[config.mk]
export PLATFORM = sky130hd
export DESIGN_NAME = writeback_commit
export DESIGN_NICKNAME = d
export VERILOG_FILES = /design/src/rtl/writeback_commit_pkg.sv /design/src/rtl/writeback_commit_load_align.sv /design/src/rtl/writeback_commit.sv
export SDC_FILE = /design/constraint.sdc
export NUM_CORES = 1
export LEC_CHECK = 0
export CAP_MARGIN = 20
export CORE_AREA = 10 10 182 184
export CTS_CLUSTER_DIAMETER = 200
export DETAILED_ROUTE_END_ITERATION = 8
export DIE_AREA = 0 0 192 194
export DONT_BUFFER_PORTS = 1
export GPL_ROUTABILITY_DRIVEN = 0
export SYNTH_ARGS = -nofsm -noshare
export SYNTH_HDL_FRONTEND = slang
export SYNTH_SLANG_ARGS = --single-unit
[constraint.sdc]
create_clock -name clk -period 5.88 [get_ports clk]
set_clock_uncertainty 0.05 [all_clocks]
set_input_delay 0.882 -clock clk [delete_from_list [all_inputs] [get_ports clk]]
set_output_delay 0.882 -clock clk [all_outputs]
set_load 0.02 [all_outputs]
[src/rtl/writeback_commit_pkg.sv]
// Shared definitions for the writeback stage.
//   - Load funct3 codes (size/sign of a load result).
//   - Register-index width and the per-entry sideband record kept in the FIFO.
//   - rd_onehot(): decodes a register index into a 32-bit one-hot mask.
package writeback_commit_pkg;

  localparam int REG_W = 5;

  localparam logic [2:0] F3_LB  = 3'b000;
  localparam logic [2:0] F3_LH  = 3'b001;
  localparam logic [2:0] F3_LW  = 3'b010;
  localparam logic [2:0] F3_LBU = 3'b100;
  localparam logic [2:0] F3_LHU = 3'b101;

  // Everything about a pending entry except its XLEN-wide ALU data.
  typedef struct packed {
    logic [REG_W-1:0] rd;
    logic             is_load;
    logic [2:0]       funct3;
    logic [1:0]       addr_lo;
  } wb_meta_t;

  function automatic logic [31:0] rd_onehot(input logic [REG_W-1:0] rd);
    return 32'(1) << rd;
  endfunction

endpackage

[src/rtl/writeback_commit_load_align.sv]
// wb_load_align: selects the addressed byte/half lane of a load response word
// and sign- or zero-extends it according to funct3.
// Ports:
//   rdata      in  XLEN  raw load response word
//   funct3     in  3     load size/sign code
//   addr_lo    in  2     byte offset of the load
//   data       out XLEN  extended load value (0 for an unknown funct3)
//   bad_funct3 out 1     funct3 is not a supported load code
//   misaligned out 1     half/word access not naturally aligned
module wb_load_align
  import writeback_commit_pkg::*;
#(
  parameter int XLEN = 32
) (
  input  logic [XLEN-1:0] rdata,
  input  logic [2:0]      funct3,
  input  logic [1:0]      addr_lo,
  output logic [XLEN-1:0] data,
  output logic            bad_funct3,
  output logic            misaligned
);

  logic [7:0]  byte_lane;
  logic [15:0] half_lane;

  // Half lane uses only addr_lo[1]; a set addr_lo[0] is flagged, not shifted.
  assign byte_lane = rdata[{addr_lo, 3'b000} +: 8];
  assign half_lane = rdata[{addr_lo[1], 4'b0000} +: 16];

  always_comb begin
    // NOTE: every output gets a default before the case so no path leaves a
    // value unassigned, which would otherwise infer a latch.
    data       = '0;
    bad_funct3 = 1'b0;
    misaligned = 1'b0;
    case (funct3)
      F3_LB:  data = {{(XLEN-8){byte_lane[7]}}, byte_lane};
      F3_LBU: data = {{(XLEN-8){1'b0}}, byte_lane};
      F3_LH: begin
        data       = {{(XLEN-16){half_lane[15]}}, half_lane};
        misaligned = addr_lo[0];
      end
      F3_LHU: begin
        data       = {{(XLEN-16){1'b0}}, half_lane};
        misaligned = addr_lo[0];
      end
      F3_LW: begin
        data       = rdata;
        misaligned = (addr_lo != 2'b00);
      end
      default: bad_funct3 = 1'b1;
    endcase
  end

endmodule

[src/rtl/writeback_commit.sv]
// writeback_commit: writeback stage feeding the register-file write port.
// Execute results are queued in order in a DEPTH-entry FIFO; the head retires
// one entry per cycle (loads wait for their in-order memory response).
// Ports:
//   clk, reset               clock, asynchronous active-high reset
//   ex_valid_i / ex_ready_o  execute handshake (ready is registered)
//   ex_rd_i, ex_data_i       destination register and ALU result
//   ex_is_load_i             entry waits for memory data
//   ex_funct3_i, ex_addr_lo_i load size/sign code and byte offset
//   mem_rvalid_i, mem_rdata_i in-order load response
//   rf_we_o, rf_waddr_o, rf_wdata_o register-file write port
//   busy_o                   per-register pending mask (bit 0 always 0)
//   err_o                    sticky protocol error
module writeback_commit
  import writeback_commit_pkg::*;
#(
  parameter int DEPTH = 4,
  parameter int XLEN  = 32
) (
  input  logic             clk,
  input  logic             reset,
  input  logic             ex_valid_i,
  output logic             ex_ready_o,
  input  logic [REG_W-1:0] ex_rd_i,
  input  logic [XLEN-1:0]  ex_data_i,
  input  logic             ex_is_load_i,
  input  logic [2:0]       ex_funct3_i,
  input  logic [1:0]       ex_addr_lo_i,
  input  logic             mem_rvalid_i,
  input  logic [XLEN-1:0]  mem_rdata_i,
  output logic             rf_we_o,
  output logic [REG_W-1:0] rf_waddr_o,
  output logic [XLEN-1:0]  rf_wdata_o,
  output logic [31:0]      busy_o,
  output logic             err_o
);

  localparam int PTR_W = $clog2(DEPTH);

  logic [PTR_W-1:0] head_q, head_d, tail_q, tail_d;
  logic [PTR_W:0]   count_q, count_d;
  logic             ready_q, ready_d;
  logic             rf_we_q, rf_we_d;
  logic [REG_W-1:0] rf_waddr_q, rf_waddr_d;
  logic [XLEN-1:0]  rf_wdata_q, rf_wdata_d;
  logic             err_q, err_d;

  wb_meta_t         meta_mem [DEPTH];
  logic [XLEN-1:0]  data_mem [DEPTH];

  wb_meta_t         head_meta;
  logic [XLEN-1:0]  head_data;
  logic             not_empty, accept, commit, stray_rsp, load_commit;
  logic [XLEN-1:0]  load_data;
  logic             bad_funct3, misaligned;
  logic [31:0]      busy_all;
  logic [PTR_W-1:0] slot_off;

  assign head_meta = meta_mem[head_q];
  assign head_data = data_mem[head_q];
  assign not_empty = (count_q != '0);
  // Ready reflects the registered count, so a full FIFO refuses even when the
  // head retires on the same edge.
  assign accept    = ex_valid_i & ready_q;
  assign commit    = not_empty & (~head_meta.is_load | mem_rvalid_i);
  assign load_commit = commit & head_meta.is_load;
  // A response with no load at the head is dropped and flagged.
  assign stray_rsp = mem_rvalid_i & (~not_empty | ~head_meta.is_load);

  wb_load_align #(.XLEN(XLEN)) u_align (
    .rdata      (mem_rdata_i),
    .funct3     (head_meta.funct3),
    .addr_lo    (head_meta.addr_lo),
    .data       (load_data),
    .bad_funct3 (bad_funct3),
    .misaligned (misaligned)
  );

  always_comb begin
    head_d     = head_q;
    tail_d     = tail_q;
    count_d    = count_q;
    rf_we_d    = 1'b0;
    rf_waddr_d = rf_waddr_q;
    rf_wdata_d = rf_wdata_q;
    err_d      = err_q | stray_rsp;

    if (accept) tail_d = tail_q + 1'b1;

    if (commit) begin
      head_d     = head_q + 1'b1;
      rf_we_d    = (head_meta.rd != '0);
      rf_waddr_d = head_meta.rd;
      rf_wdata_d = head_meta.is_load ? load_data : head_data;
    end

    if (load_commit && (bad_funct3 || misaligned)) err_d = 1'b1;

    case ({accept, commit})
      2'b10:   count_d = count_q + 1'b1;
      2'b01:   count_d = count_q - 1'b1;
      default: count_d = count_q;
    endcase

    ready_d = (count_d < (PTR_W+1)'(DEPTH));
  end

  // Mask of destination registers over the occupied slots [head, head+count).
  always_comb begin
    busy_all = '0;
    slot_off = '0;
    for (int i = 0; i < DEPTH; i++) begin
      slot_off = PTR_W'(i) - head_q;
      if ({1'b0, slot_off} < count_q) busy_all = busy_all | rd_onehot(meta_mem[i].rd);
    end
  end

  assign busy_o = {busy_all[31:1], 1'b0};

  // NOTE: state uses non-blocking assignments so every flop samples the values
  // from before the edge, independent of statement order.
  always_ff @(posedge clk or posedge reset) begin
    if (reset) begin
      head_q     <= '0;
      tail_q     <= '0;
      count_q    <= '0;
      ready_q    <= 1'b1;
      rf_we_q    <= 1'b0;
      rf_waddr_q <= '0;
      rf_wdata_q <= '0;
      err_q      <= 1'b0;
    end else begin
      head_q     <= head_d;
      tail_q     <= tail_d;
      count_q    <= count_d;
      ready_q    <= ready_d;
      rf_we_q    <= rf_we_d;
      rf_waddr_q <= rf_waddr_d;
      rf_wdata_q <= rf_wdata_d;
      err_q      <= err_d;
    end
  end

  // NOTE: the storage array has no reset; a slot is only read while count says
  // it is occupied, so stale contents are harmless and resetting it is waste.
  always_ff @(posedge clk) begin
    if (accept) begin
      meta_mem[tail_q] <= '{rd: ex_rd_i, is_load: ex_is_load_i,
                            funct3: ex_funct3_i, addr_lo: ex_addr_lo_i};
      data_mem[tail_q] <= ex_data_i;
    end
  end

  assign ex_ready_o = ready_q;
  assign rf_we_o    = rf_we_q;
  assign rf_waddr_o = rf_waddr_q;
  assign rf_wdata_o = rf_wdata_q;
  assign err_o      = err_q;

endmodule

==> results of run 1 <==
[worst max-delay path by stage]
stage              start    endpoint  cells past startpoint
6_report       head_q[1]  busy_o[16]                      7
5_1_grt        head_q[1]  busy_o[16]                      7
4_1_cts        head_q[1]  busy_o[16]                      7
3_5_place_dp   head_q[1]  busy_o[16]                      7
3_3_place_gp   head_q[1]  busy_o[16]                      7
2_1_floorplan  head_q[1]  busy_o[16]                     10
[power by group]
group	internal, µW	switching [µW]	total, µW	leakage, µW
clock	831	573	1400	0.000356
combinational	846	1290	2130	0.00125
sequential	2050	501	2550	0.00212
[cells in the mapped netlist (all sizes together), types with 12 or more instances]
cell type  instances  share of area [%]
nor2              63                2.3
edfxtp           172                 51
clkbuf            28                1.0
a22oi             14                1.0
inv               12               0.45
dfrtp             46                 11
a21o              17                1.3
mux2i             12                1.2
o211ai            13               0.96
o21ai             12               0.59
nand2b            12               0.82
nand2             62                2.3
buf               21                1.4
mux4              43                9.6
nor3b             13                1.0
a21oi             56                2.8
a221oi            23                2.0
o22ai             16               0.99
[flip-flops by register name (all words and copies together) (netlist names)]
signal,count
count_q,3
data_mem,128
err_o,1
ex_ready_o,1
head_q,2
meta_mem,44
rf_waddr_o,5
rf_wdata_o,32
rf_we_o,1
tail_q,2
[metrics by stage]
stage               util [%]  std cells  hold slack [ns]  total power, µW  setup slack, ns
floorplan                  -        729            0.448             4140             1.89
global placement        35.6       1082            0.479             4720             1.97
detailed placement      35.6       1082            0.488             4760             1.87
CTS                     38.1       1124            0.388             6170             1.30
global route            38.1       1125            0.384             6470             1.08
finish                  38.1       1126            0.382             6080             1.36
[cell type report]
class	instances	area share [%]
sequential	219	56.6
multi-input combinational	449	31.2
clock buffer	30	5.55
tap	390	4.35
clock inverter	12	0.982
timing repair buffer	12	0.804
inverter	12	0.402
antenna	2	0.0447
[worst max-delay path: cells and delay by family (launching register included)]
family	cells	cell delay (ns)
AOI/OAI and AO/OA	2	0.88
xor gates and xnor gates	1	0.24
adders and majority gates	1	0.26
DFF	1	0.79
and+or+nand+nor	3	0.90
[kinds of logic (layout without fill, tap and decap cells)]
kind of cell | count (synthesis) | count (layout)
muxes | 59 | 59
buffers and inverters | 61 | 66
xor gates and xnor gates | 7 | 7
DFF | 219 | 219
adders and majority gates | 10 | 10
other | 1 | 3
and+or+nand+nor | 195 | 195
AOI/OAI and AO/OA | 177 | 177
[metal layers]
layer  share of wire, %  GRT usage [%]  vias up  wire [µm]
li1                   -              -     2824          -
met2                 48           23.6      270      13600
met4                1.7           3.61        0        482
met3                 11           6.60       26       3250
met5                  0              0        -          0
met1                 39           17.6     3152      11100
==> results.json, run 1 <==
{
  "final_area_um2": 11200,
  "grt_pass1_wl_um": 41800,
  "synth_adder_area_share_pct": 1.31,
  "die_area_um2": 37200,
  "grt_max_degree": 48,
  "finalHoldViolations": 0,
  "synth.area.mux_share_pct": 11.2,
  "cp.arrival_ns": 3.59,
  "cts_root_buf": "clkbuf_16",
  "cts-resized-gates": 0,
  "grt_pass1_vias": 6315,
  "crit_required_ns": 4.95,
  "yosys.area_share.xor_xnor_pct": 0.606,
  "pin_count": 151,
  "cp-end-kind": "output pin",
  "maxCapViolCount": 0,
  "htree_levels": 1,
  "nNetsFinal": 806,
  "finalCriticalPeriod_ns": 4.52,
  "vdd_drop_max_uv": 241,
  "initial_core_util_pct": 34.4,
  "setup_viol": 0,
  "layout-drive-gt1-share_pct": 14.7,
  "run_status": "finished, final reports clean",
  "p_leak_uw": 0.00372,
  "drv_slew": 0,
  "reg2reg_depth": 6,
  "overflow": 0,
  "synth-compound-area-share_pct": 12.0,
  "synthSimpleGateAreaFrac_pct": 9.30,
  "synth_flop_cell": "edfxtp_1",
  "ff2ff_setup_slack_ns": 2.24,
  "clk_pin_slew_worst_paths_ns": 0.06,
  "dr.first_iter.drc_count": 497,
  "yosys_warnings": 0,
  "clock.fmax_mhz": 221,
  "dpl_cell_area_um2": 10500,
  "nFillCells": 2770,
  "wl_per_cell_um": 25.3,
  "ant_nets": 0,
  "synth.distinct_cells": 57,
  "area_growth_pct": 10.8,
  "worstPathMaxFanout": 25,
  "critPathMaxStageDelay_ns": 0.79,
  "synth_edf_count": 172,
  "r2r-end": "rf_wdata_o[2]",
  "syn_nets": 818,
  "antenna_found_initial": 2,
  "portBuffers": 0,
  "grtUsageTotal_pct": 14.7,
  "cts_tree": "built",
  "clk_path_buf_depth": 3,
  "rsz0062_at_grt": "false",
  "cp-start-kind": "flip-flop",
  "syn_inst": 729,
  "final_common_cell": "edfxtp_1",
  "synth_area_um2": 10100,
  "fp.dieH_um": 194,
  "numCtsBuffers": 23,
  "fp.dieW_um": 192,
  "yosysSeqAreaShare_pct": 62.7,
  "synth_top_family_by_area": "compound AO/OA/AOI/OAI gates",
  "num_vias": 6272,
  "synthArstFlopShare_pct": 21.5,
  "dp.final_hpwl_um": 20100,
  "finalCritPeriodShare_pct": 76.9,
  "power_density_nw_per_um2": 543,
  "path_class": "reg2out",
  "r2r-start": "head_q[0]",
  "tns_ns": 0,
  "synth.avg_cell_area_um2": 13.9,
  "hold_class": "in2async",
  "drt-pass1-iter-count": 5,
  "clkSinkCount": 219,
  "insertion_delay_ns": 0.52,
  "multiInputGateArea_um2": 3500,
  "crit_slowest_cell": "dfrtp_2",
  "post_cts_buffers": 0,
  "final_cell_mix": "edfxtp_1 (172), nor2_1 (63), nand2_1 (61)",
  "cts_hold_buf": 0,
  "worstMarginPinSlew_ns": 0.853,
  "crit_chain": "xor2_1, ha_1, a21oi_1, nor2_1, nor3b_1, nand2b_1, o311ai_1",
  "core_area_um2": 29400,
  "drc": 0,
  "seq_area_um2": 6350,
  "vias_per_cell": 5.57,
  "yosys_register_bits": 219,
  "slew_headroom_pct": 43.1,
  "wirelength_um": 28500,
  "rows": 63
}
Note: power is estimated with default switching activity, not from simulation.
==> run 2, diff against run 1 <==
==> constraint.sdc (replaced) <==
create_clock -name clk -period 4.7 [get_ports clk]
set_clock_uncertainty 0.05 [all_clocks]
set_input_delay 0.705 -clock clk [delete_from_list [all_inputs] [get_ports clk]]
set_output_delay 0.705 -clock clk [all_outputs]
set_load 0.02 [all_outputs]
==> run 2 against run 1 <==
  * The run now ends with negative hold slack left
  * Largest cell class unchanged
  * Clock power is 41% higher
  * Global-route usage is 0.44 points higher
  * Cell count is 0.98% higher
  * Routed wire length is 1.8% higher
  * Critical path type unchanged
==> results.json, run 2 (synthesis results as in run 1) <==
{
  "wirelength_um": 29000,
  "switchingPower_uw": 3020,
  "combPwrFrac_pct": 34.6,
  "final_common_cell": "edfxtp_1",
  "path_class": "reg2out",
  "cts_tree": "built",
  "clock.fmax_mhz": 254,
  "worstMarginPinSlew_ns": 0.854,
  "clock_power_share_pct": 25.1,
  "tns_ns": 0,
  "hold_class": "in2async",
  "pre_cts_ws_ns": 1.13,
  "clk_pin_slew_worst_paths_ns": 0.06,
  "post_cts_buffers": 0,
  "dr.first_iter.drc_count": 622,
  "insertion_delay_ns": 0.53,
  "cts-resized-gates": 0,
  "top_register": "data_mem",
  "ff2ff_setup_slack_ns": 1.20,
  "pin_count": 151,
  "p_seq_share_pct": 40.3,
  "crit_required_ns": 3.94,
  "core_area_um2": 29400,
  "slew_headroom_pct": 42.9,
  "rows": 63,
  "finalCritPeriodShare_pct": 83.9,
  "crit_family": "simple AND/OR/NAND/NOR gates",
  "nNetsFinal": 816,
  "cp_num_buf_inv": 1,
  "antenna_found_initial": 1,
  "clkSinkCount": 219,
  "power_density_nw_per_um2": 691,
  "fp.dieW_um": 192,
  "run_status": "finished with violations",
  "final_cell_mix": "edfxtp_1 (172), nor2_1 (63), nand2_1 (61)",
  "cp-end-kind": "output pin",
  "portBuffers": 0,
  "holdWs_ns": -0.000745,
  "reg2reg_depth": 6,
  "numCtsBuffers": 25,
  "worstPathMaxFanout": 18,
  "r2r-start": "head_q[0]",
  "crit_slowest_cell": "dfrtp_4",
  "cp-start-kind": "flip-flop",
  "htree_levels": 1,
  "crit_chain": "xor2_1, inv_1, ha_1, a21oi_2, o21ai_1, or3b_1, or3_1, o211ai_1",
  "vdd_drop_max_uv": 292,
  "rsz0062_at_grt": "false",
  "finalHoldViolations": 1,
  "grt_max_degree": 39,
  "r2r-end": "rf_wdata_o[7]",
  "drc": 0,
  "dp.final_hpwl_um": 20600,
  "cts_root_buf": "clkbuf_16",
  "drt-pass1-iter-count": 5,
  "p_leak_uw": 0.00382,
  "initial_core_util_pct": 34.4,
  "vias_per_cell": 5.60,
  "largest_reg_flops": 128,
  "layout-drive-gt1-share_pct": 16.4,
  "fin_ws_ns": 0.759,
  "drv_slew": 0,
  "intPower_uw": 4840,
  "critPathMaxStageDelay_ns": 0.62,
  "cts_hold_buf": 0,
  "area_growth_pct": 12.4,
  "maxCapViolCount": 0,
  "overflow": 0,
  "finalCriticalPeriod_ns": 3.94,
  "setup_viol": 0,
  "grtUsageTotal_pct": 15.1,
  "violations": "negative hold slack",
  "grt_pass1_wl_um": 43100,
  "ant_nets": 0,
  "fin_util_pct": 38.7,
  "cp.arrival_ns": 3.19,
  "clk_path_buf_depth": 3,
  "switching_share_pct": 38.4,
  "p_total_uw": 7860,
  "fp.dieH_um": 194,
  "die_area_um2": 37200,
  "wl_per_cell_um": 25.5,
  "num_vias": 6372,
  "grt_pass1_vias": 6519
}
run 2: worst reg2reg max path, stage by stage, from the launching register on:
cell,delay (ns)
dfrtp_4,0.63
buf_4,0.61
mux4_2,0.74
o21ai_1,0.17
nand2b_1,0.36
or2_1,0.60
o22ai_1,0.27
run 2: layout make-up:
class                      instances  area [µm²]
antenna                            1        2.50
clock buffer                      29         641
clock inverter                    17         198
fill                            2753       18000
inverter                          12        45.0
multi-input combinational        449        3500
sequential                       219        6350
tap                              390         488
timing repair buffer              20         150
run 2: metal layers:
| metal | part of all wire [%] | vias to the layer above | wire length, µm | GRT usage (%) |
|---|---|---|---|---|
| met1 | 40 | 3238 | 11500 | 18.6 |
| met4 | 2.7 | 0 | 780 | 4.03 |
| met5 | 0 | - | 0 | 0 |
| met3 | 11 | 44 | 3110 | 6.42 |
| met2 | 47 | 246 | 13600 | 23.9 |
| li1 | - | 2844 | - | - |
run 2: worst max path at each step:
| stage | startpoint | to | slack [ns] | cells past startpoint |
|---|---|---|---|---|
| floorplan | head_q[1] | busy_o[16] | 0.88 | 10 |
| global placement | head_q[0] | rf_wdata_o[1] | 1.21 | 6 |
| detailed placement | head_q[0] | rf_wdata_o[8] | 1.13 | 6 |
| CTS | head_q[1] | busy_o[4] | 0.74 | 8 |
| global route | head_q[1] | busy_o[2] | 0.47 | 8 |
| finish | head_q[0] | busy_o[4] | 0.76 | 8 |
run 2: through the flow:
stage / cells / cell area (µm²)
after detailed placement: 1090 / 10500
after floorplan: 729 / 10100
after global routing: 1136 / 11400
after global placement: 1090 / 10500
after CTS: 1136 / 11400
final: 1137 / 11400
run 2: power by group through the flow:
| stage | Combinational (µW) | Sequential [µW] | Clock, µW |
|---|---|---|---|
| after CTS | 2760 | 3190 | 2010 |
| after global routing | 3010 | 3230 | 2090 |
| after global placement | 2700 | 3210 | 0 |
| after floorplan | 2230 | 2960 | 0 |
| after detailed placement | 2750 | 3220 | 0 |
| final | 2720 | 3170 | 1970 |
==> run 3, diff against run 2 <==
==> constraint.sdc (replaced) <==
create_clock -name clk -period 3.7 [get_ports clk]
set_clock_uncertainty 0.05 [all_clocks]
set_input_delay 0.555 -clock clk [delete_from_list [all_inputs] [get_ports clk]]
set_output_delay 0.555 -clock clk [all_outputs]
set_load 0.02 [all_outputs]
==> run 3 against run 2 <==
  * The flow now finishes without violations
  * Via count grew 0.27%
  * Critical path depth is the same
  * Cell count grew 1.3%
  * Register-to-register slack lost 0.45 ns
  * First-iteration DRC count shrank 23%
  * Core utilization grew 0.17 points
  * Sequential power grew 24%
  * Global-route usage shrank 0.082 points
  * Setup slack lost 0.59 ns
  * Routed wire length shrank 1.1%
  * Non-clock buffer count grew 19
  * Design area grew 0.45%
  * Critical endpoint unchanged
==> results.json, run 3 (synthesis results as in run 1) <==
{
  "run_status": "finished, final reports clean",
  "worstMarginPinSlew_ns": 0.883,
  "p_leak_uw": 0.00387,
  "cts_tree": "built",
  "slew_headroom_pct": 41.1,
  "overflow": 0,
  "die_area_um2": 37200,
  "area_growth_pct": 12.9,
  "num_vias": 6389,
  "top_register": "data_mem",
  "cp-start-kind": "flip-flop",
  "clk_pin_slew_worst_paths_ns": 0.06,
  "rows": 63,
  "nFillCells": 2774,
  "fp.dieH_um": 194,
  "cp.arrival_ns": 2.93,
  "drc": 0,
  "final_area_um2": 11400,
  "core_area_um2": 29400,
  "dr.first_iter.drc_count": 479,
  "clock.fmax_mhz": 283,
  "tns_ns": 0,
  "pin_count": 151,
  "fp.dieW_um": 192,
  "wl_per_cell_um": 24.9,
  "ant_nets": 0,
  "insertion_delay_ns": 0.51,
  "dp_cells": 1105,
  "vias_per_cell": 5.55,
  "wirelength_um": 28700,
  "finalHoldViolations": 0,
  "grt_pass1_wl_um": 43100,
  "cp-end-kind": "output pin",
  "numCtsBuffers": 23,
  "antenna_found_initial": 1,
  "clk_path_buf_depth": 3,
  "grtUsageTotal_pct": 15.0,
  "grt_pass1_vias": 6468,
  "drt-pass1-iter-count": 5,
  "final_cell_mix": "edfxtp_1 (172), nor2_1 (63), nand2_1 (61)",
  "htree_levels": 1,
  "initial_core_util_pct": 34.4,
  "vdd_drop_max_uv": 315,
  "worstPathMaxFanout": 5,
  "path_class": "reg2out",
  "multiInputGateArea_um2": 3510,
  "maxCapViolCount": 0,
  "crit_required_ns": 3.09,
  "layout-drive-gt1-share_pct": 17.9,
  "layoutNonFillerInstCount": 1152,
  "largest_reg_flops": 128,
  "finalCritPeriodShare_pct": 95.4,
  "rsz0062_at_grt": "false",
  "portBuffers": 0,
  "cts_root_buf": "clkbuf_16",
  "dpl_cell_area_um2": 10700,
  "dp.final_hpwl_um": 20200,
  "drv_slew": 0,
  "hold_class": "in2async",
  "power_density_nw_per_um2": 855,
  "grt_max_degree": 51,
  "seq_area_um2": 6350,
  "finalCriticalPeriod_ns": 3.53,
  "nNetsFinal": 833,
  "setup_viol": 0,
  "final_common_cell": "edfxtp_1",
  "clkSinkCount": 219
}
[run 3: layer usage]
layer / up-vias / wire [µm] / track usage [%]
met4: 0 / 637 / 3.86
met2: 260 / 13400 / 23.7
met3: 42 / 3110 / 6.33
met1: 3205 / 11500 / 18.7
met5: - / 0 / 0
li1: 2882 / - / -
[run 3: cell type report]
| class | instances | share of cell area, % |
|---|---|---|
| multi-input cells | 449 | 30.7 |
| clock buffers | 36 | 5.73 |
| clock inverters | 6 | 0.504 |
| diodes | 1 | 0.0219 |
| repair buffers | 39 | 2.78 |
| inverters | 12 | 0.394 |
| flip-flops and latches | 219 | 55.6 |
| well taps | 390 | 4.27 |
[run 3: power by group]
group | internal [µW] | switching [µW]
registers | 3250 | 672
logic | 1480 | 2170
clock network | 1280 | 905
[run 3: path summary, 6_finish.rpt]
path	depth (start not counted)	start	end	slack, ns
max	8	head_q[0]	busy_o[4]	0.17
min	1	reset	tail_q[1]	0.05
max reg2reg	7	head_q[1]	rf_wdata_o[24]	0.75
min reg2reg	1	tail_q[0]	tail_q[0]	0.49
max in group asynchronous	2	reset	rf_wdata_o[18]	2.77
min in group clk	0	ex_data_i[6]	data_mem[3][6]	0.08
[run 3: worst max-delay path, cell delays in order (launching register included)]
cell and delay, ns:
dfrtp_4 0.49, xor2_1 0.21, inv_1 0.06, ha_1 0.28, a21oi_2 0.17, o21ai_1 0.14, or3b_1 0.47, or3_1 0.33
o211ai_1 0.26
[run 3: what timing repair did]
item                                    in CTS  in global routing
cloned                                       0                  0
setup buffers                                0                  4
gates resized for setup                      1                  1
hold buffers                                 0                  0
endpoints found under the setup margin       1                  7
pin swaps                                    0                  1
endpoints found under the hold margin        0                  0
[run 3: through the flow]
step / setup WS, ns / utilization, % / hold WS (ns) / power (µW)
6_report: 0.169 / 38.8 / 0.0543 / 9770
5_1_grt: 0.00557 / 38.8 / 0.0643 / 10400
4_1_cts: 0.0754 / 38.7 / 0.0651 / 9860
3_5_place_dp: 0.550 / 36.2 / 0.486 / 7650
3_3_place_gp: 0.615 / 36.2 / 0.475 / 7590
2_1_floorplan: 0.0337 / - / 0.448 / 6590
